[src/rtl/giro_controller.sv]
// giro_controller: sequences the rotation actuator from a debounced keypad code.
// A valid key (1..9) with enable high starts a run of N revolutions on a
// 4-phase full-step stepper. One motor step happens every STEP_DIV clocks, and
// one revolution is STEPS_PER_REV steps. When the run finishes or is cancelled,
// done pulses for one cycle. The key must then be released before the next
// command is accepted.
//
// Ports:
//   clock_in             system clock
//   reset_in             asynchronous, active-high reset
//   numgiro_in[3:0]      keypad code; 0 = no key, 1..9 = revolutions
//   dir_in               direction (0 fwd, 1 rev), sampled at acceptance
//   enable_in            1 = accept/run, 0 while running = pause
//   cancel_in            abort the current run
//   fase_out[3:0]        one-hot coil phase, 0000 = coils off
//   busy_out             high while running and during the done cycle
//   done_out             one-cycle completion/abort pulse
//   giros_restantes_out  revolutions remaining
module giro_controller #(
  parameter int STEP_DIV      = 50000,
  parameter int STEPS_PER_REV = 2048
) (
  input  logic       clock_in,
  input  logic       reset_in,
  input  logic [3:0] numgiro_in,
  input  logic       dir_in,
  input  logic       enable_in,
  input  logic       cancel_in,
  output logic [3:0] fase_out,
  output logic       busy_out,
  output logic       done_out,
  output logic [3:0] giros_restantes_out
);

  localparam int TIMER_W = $clog2(STEP_DIV);
  localparam int STEP_W  = $clog2(STEPS_PER_REV);

  localparam logic [TIMER_W-1:0] TIMER_LAST = TIMER_W'(STEP_DIV - 1);
  localparam logic [STEP_W-1:0]  STEP_LAST  = STEP_W'(STEPS_PER_REV - 1);

  typedef enum logic [1:0] {
    IDLE,
    RUN,
    DONE,
    WAIT_RELEASE
  } state_t;

  state_t             state;
  logic [TIMER_W-1:0] timer;
  logic [STEP_W-1:0]  step_count;
  logic [1:0]         phase;
  logic               dir;

  logic               key_valid;
  logic [1:0]         next_phase;

  function automatic logic [3:0] phase_onehot(input logic [1:0] p);
    return 4'b0001 << p;
  endfunction

  assign key_valid  = (numgiro_in != 4'd0) && (numgiro_in <= 4'd9);
  // The phase index wraps mod 4 naturally in two bits.
  assign next_phase = dir ? (phase - 2'd1) : (phase + 2'd1);

  always_ff @(posedge clock_in or posedge reset_in) begin
    if (reset_in) begin
      state               <= IDLE;
      timer               <= '0;
      step_count          <= '0;
      phase               <= 2'd0;
      dir                 <= 1'b0;
      fase_out            <= 4'b0000;
      busy_out            <= 1'b0;
      done_out            <= 1'b0;
      giros_restantes_out <= 4'd0;
    end else begin
      done_out <= 1'b0;
      case (state)
        IDLE: begin
          if (enable_in && key_valid) begin
            state               <= RUN;
            dir                 <= dir_in;
            giros_restantes_out <= numgiro_in;
            timer               <= '0;
            step_count          <= '0;
            phase               <= 2'd0;
            fase_out            <= 4'b0001;
            busy_out            <= 1'b1;
          end
        end

        RUN: begin
          // Cancel wins over both a pause and a coincident step event.
          if (cancel_in) begin
            state    <= DONE;
            done_out <= 1'b1;
            fase_out <= 4'b0000;
          end else if (enable_in) begin
            if (timer == TIMER_LAST) begin
              timer <= '0;
              phase <= next_phase;
              if (step_count == STEP_LAST) begin
                step_count          <= '0;
                giros_restantes_out <= giros_restantes_out - 4'd1;
                // The last step of the last revolution de-energises directly.
                if (giros_restantes_out == 4'd1) begin
                  state    <= DONE;
                  done_out <= 1'b1;
                  fase_out <= 4'b0000;
                end else begin
                  fase_out <= phase_onehot(next_phase);
                end
              end else begin
                step_count <= step_count + 1'b1;
                fase_out   <= phase_onehot(next_phase);
              end
            end else begin
              timer <= timer + 1'b1;
            end
          end
        end

        DONE: begin
          state    <= WAIT_RELEASE;
          busy_out <= 1'b0;
          fase_out <= 4'b0000;
        end

        WAIT_RELEASE: begin
          // A key still held from the previous command must not retrigger.
          if (numgiro_in == 4'd0) begin
            state <= IDLE;
          end
        end

        default: begin
          state    <= IDLE;
          busy_out <= 1'b0;
          fase_out <= 4'b0000;
        end
      endcase
    end
  end

endmodule

[config.mk]
export PLATFORM = sky130hd
export DESIGN_NAME = giro_controller
export DESIGN_NICKNAME = d
export VERILOG_FILES = /design/src/rtl/giro_controller.sv
export SDC_FILE = /design/constraint.sdc
export NUM_CORES = 1
export LEC_CHECK = 0
export ABC_AREA = 1
export BUFFER_PORTS_ARGS = -buffer_cell sky130_fd_sc_hd__buf_2
export CORE_MARGIN = 2
export CORE_UTILIZATION = 39
export DETAILED_ROUTE_END_ITERATION = 8
export SLEW_MARGIN = 10
export SYNTH_ARGS = -nofsm -noshare
export SYNTH_HDL_FRONTEND = slang
export SYNTH_SLANG_ARGS = --single-unit
[constraint.sdc]
create_clock -name clock_in -period 5.1 [get_ports clock_in]
set_clock_uncertainty 0.05 [all_clocks]
set_input_delay 0.255 -clock clock_in [delete_from_list [all_inputs] [get_ports clock_in]]
set_output_delay 0.255 -clock clock_in [all_outputs]
set_load 0.01 [all_outputs]
## Yosys cells after proc, flatten, opt, wreduce, memory -nomap -nowiden

Cells that the tools add are included.

| word-level totals | value |
|---|---|
| output and inout port bits | 10 |
| input bits | 9 |
| flip-flop bits (word level) | 42 |

| cells by class | value |
|---|---|
| $add $sub $neg | 5 |
| shift-type cells | 1 |
| muxes and demuxes | 46 |
| equality and inequality tests | 16 |
| order comparisons | 1 |
| reduce and logical (&&, ||, !) cells | 15 |

Operator list:

| cell | number |
|---|---|
| $mux 16 | 4 |
| $mux 11 | 5 |
| $mux 4 | 11 |
| $pmux 16 s2 | 1 |
| $mux 2 | 12 |
| $pmux 11 s2 | 1 |
| $add 16x1->16 const B | 1 |
| $eq 16x16->1 const B | 1 |
| $ne 2x2->1 const B | 6 |
| $ne 3x3->1 const B | 4 |
| $pmux 4 s3 | 1 |
| $reduce_and 6->1 | 2 |
| $add 11x1->11 const B | 1 |
| $eq 11x11->1 const B | 1 |
| $pmux 2 s4 | 1 |
| $pmux 4 s2 | 1 |
| $reduce_and 4->1 | 2 |
| $mux 1 | 7 |
| $reduce_and 5->1 | 1 |
| $eq 2x2->1 const B | 2 |
| $eq 4x1->1 const B | 1 |
| $le 4x4->1 const B | 1 |
| $logic_not 4->1 | 1 |
| $pmux 2 s2 | 1 |
| other kinds (12) | 15 |

## Depth between registers and ports, before layout

| depth | value |
|---|---|
| depth in word-level cells | 9 |
| gate-level depth with buffers | 12 |
| gate-level depth less buffers | 11 |

## Worst setup path after synthesis

OpenSTA, ideal clock, no wires.

| path | value |
|---|---|
| path kind | register to register |
| from | register state[1] |
| to | register giros_restantes_out[0] |
| slack | 3462 ps |
| clock period less this slack | 1638 ps |
| stages on the path, launching flop included | 13 |
| arrival | 1471 ps |
| path through | dfrtp_1 -> inv_1 -> ha_1 -> nand2_1 -> inv_1 -> nand2_1 -> nand2_1 -> nand2_2 -> nor2_4 -> buf_6 -> nand2_4 -> nand2_1 -> nand2_1 |

| between the ends | value |
|---|---|
| word-level cells in the longest chain between the ends | 3 |

RTL lines:

| item | RTL line | RTL |
|---|---|---|
| from (decl) | 48 | `state_t state;` |
| from (signal assigned) | 67 | `state <= IDLE;` |
| from (signal assigned) | 81 | `state <= RUN;` |
| from (signal assigned) | 95 | `state <= DONE;` |
| $eq 2x1->1 or $logic_not 2->1 (tied branches) | 78 | `case (state)` |
| $ne 2x2->1 (no line) or $reduce_bool 2->1 (tied branches) | - |  |
| $reduce_and 6->1 (no line) | - |  |
| to (signal assigned) | 83 | `giros_restantes_out <= numgiro_in;` |
| to (signal assigned) | 104 | `giros_restantes_out <= giros_restantes_out - 4'd1;` |
| to (decl) | 32 | `output logic [3:0] giros_restantes_out` |

Parallel ways exist; a longest one is shown, timed or not.
A chain may end at the register's enable or synchronous reset.

## Worst setup path after layout

| path | value |
|---|---|
| from | register state[1] |
| to | register step_count[7] |

| between the ends | value |
|---|---|
| word-level cells in the longest chain between the ends | 3 |

RTL lines:

| item | RTL line | RTL |
|---|---|---|
| $eq 2x1->1 or $logic_not 2->1 (tied branches) | 78 |  |
| $ne 2x2->1 (no line) or $reduce_bool 2->1 (tied branches) | - |  |
| $reduce_and 5->1 (no line) | - |  |
| to (signal assigned) | 114 | `step_count <= step_count + 1'b1;` |
| to (decl) | 50 | `logic [STEP_W-1:0] step_count;` |

Parallel ways exist; a longest one is shown, timed or not.

==> impl_metrics.ini <==
[detailed_routing]
drtIter0Drc = 169
vias = 2534
wire_per_inst_um = 12.5
dr.pass1.iters = 4
post_drt_via_cell_ratio = 4.98
wl_um = 6380
route.detailed.drc = 0
ant_nets = 0

[clock_network]
cts_tree = done
clockRootBuffer = clkbuf_8
cts_setup_buffers = 0
cts_hold_buf = 0
clkTransAtPathRegs_ns = 0.08
htree_levels = 2
cts_made_buffers = 5
cts_resized = 0
cts_buffer_depth = 2
cts_sinks = 42
insertion_delay_ns = 0.30

[pwr]
power_density_mw_per_mm2 = 404
p_leak_nw = 1.43
vdd_drop_max_mv = 0.255
power.total_mw = 1.23

[worst_setup_path]
crit_path_end = step_count[7]
worstSetupPathType = register to register
cp-startpoint = state[1]
rr_startpoint = state[1]
timing.rr.end = step_count[7]
arrival_ns = 3.07
rr_worst_depth = 11
crit_path_end_kind = register
startpoint_type = register
rrSetupSlack_ns = 2.15
cp_max_fo = 21
cp.required_ns = 5.23

[final_layout]
fin_area_mm2 = 0.00305
layout_common_cells = 118 x nand2_1, 46 x nor2_1, 42 x dfrtp_1, 40 x nand3_1, 35 x inv_1
final_common_cell = nand2_1
final_layout_size_suffix_gt1_frac = 0.120
area_growth_pct = 7.60
nets = 432
diodes = 0

[sta]
tightest_slew_ns = 0.906
layout_setup_ws_ns = 2.15
min_period_ns = 2.95
fin_setup_tns_ns = 0
setup_violations = 0
holdWs_ns = 0.105
rsz0062_at_grt = false
drv_slew = 0
hold_violations = 0
relSlewSlack = 0.395
finalCritPeriodShare = 0.578
clock.fmax_mhz = 340

[die]
rows = 31
core_area_mm2 = 0.00714
die_w_um = 89.2
pin_count = 19
die_area_mm2 = 0.00796
die_h_um = 89.2
start_util = 0.397

[logic_synthesis]
syn_area_per_cell_um2 = 7.19
synth.net_count = 416
ys_seq_elements = 42
synth_area_mm2 = 0.00283
synthCells = 394
synth_seq_area_share = 0.371
synth_cell_types = 36
synth_warnings = 0

[grt]
first_global_vias = 2315
antenna_found_initial = 0
grt_max_degree = 43
grt_pass1_wl_um = 11000
groute.usage.overall = 0.175
grt_overflow_total = 0

[place]
place_area_mm2 = 0.00297
dp_hpwl_um = 4680
port_buffers = 18
dp_slack_ns = 2.16
place_congestion = 0.827

[job]
max-cap-violations = 0

[hold_path]
worstHoldPathType = primary input to async pin

[run_status]
status = complete, no violations
==> area by class of cell <==
class | count | area, um^2
multi-input combinational | 304 | 1550
timing repair buffer | 18 | 90.1
sequential | 42 | 1050
clock buffer | 5 | 68.8
fill | 768 | 4090
inverter | 39 | 151
tap | 99 | 124
clock inverter | 2 | 10.0
==> registers in the layout, summed over array words and instances (netlist names) <==
register,flops
done_out,1
busy_out,1
dir,1
phase,2
giros_restantes_out,4
timer,16
state,2
fase_out,4
step_count,11
==> worst min-delay path by stage <==
stage / to / cells after the start
after global routing: dir / 2
after detailed placement: fase_out[0] / 2
after global placement: fase_out[3] / 2
final: step_count[2] / 2
after floorplan: dir / 1
after CTS: dir / 2
==> critical path, stage by stage, from the launching register on <==
cell	delay (ns)
dfrtp_1	0.43
inv_1	0.10
ha_1	0.73
nand2_1	0.11
inv_1	0.16
nand2_1	0.07
nand2_1	0.07
nand2_2	0.25
nor2_4	0.53
inv_4	0.16
nand2_1	0.09
o21ai_0	0.08
==> power by group <==
part | total (mW) | internal (mW) | leakage, nW | switching (mW)
Sequential | 0.455 | 0.395 | 0.568 | 0.0596
Combinational | 0.566 | 0.177 | 0.821 | 0.389
Clock | 0.211 | 0.0922 | 0.0438 | 0.119
==> metrics by stage <==
step | utilization | instances
after floorplan | - | 394
after global placement | 0.416 | 502
after detailed placement | 0.416 | 502
after CTS | 0.427 | 509
after global routing | 0.427 | 509
final | 0.427 | 509
==> Yosys cell counts <==
cell type	n	area (um^2)
clkbuf_1	1	3.75
dfrtp_1	42	1050
nor2_4	1	11.3
o21ai_2	3	26.3
nor2_1	46	173
nand3_1	40	200
nor2_2	3	18.8
nand2b_1	1	6.26
nand4_1	16	100
nand2_4	1	11.3
nand2_2	4	25.0
xnor2_1	1	8.76
mux2_2	1	11.3
inv_4	2	12.5
nor3_1	9	45.0
a21oi_1	4	20.0
or2_2	3	18.8
nand3_2	2	20.0
o21ai_1	11	55.1
o21a_1	1	7.51
buf_2	2	10.0
a21oi_2	1	8.76
buf_6	5	56.3
o21ai_0	10	50.1
xor2_1	6	52.6
nor3_4	1	16.3
o21bai_1	3	22.5
buf_4	1	7.51
inv_2	1	3.75
inv_1	36	135
nand2_1	118	443
ha_1	13	163
a21o_1	1	7.51
nand3b_1	1	7.51
a22oi_1	2	15.0
nor3b_1	1	7.51
==> cell families after synthesis <==
logic type                 after synthesis  synth area share
and+or+nand+nor                        247             0.390
xor gates and xnor gates                 7            0.0217
AOI/OAI and AO/OA                       36            0.0751
buffers and inverters                   48            0.0809
muxes                                    1           0.00398
adders and majority gates               13            0.0574
DFF                                     42             0.371
==> routing by layer <==
metal	wire, um	GRT usage
met1	3140	0.242
met4	59	0.0407
met5	0	0
met2	2990	0.290
met3	188	0.0277
Power figures use the tool's default switching activity.
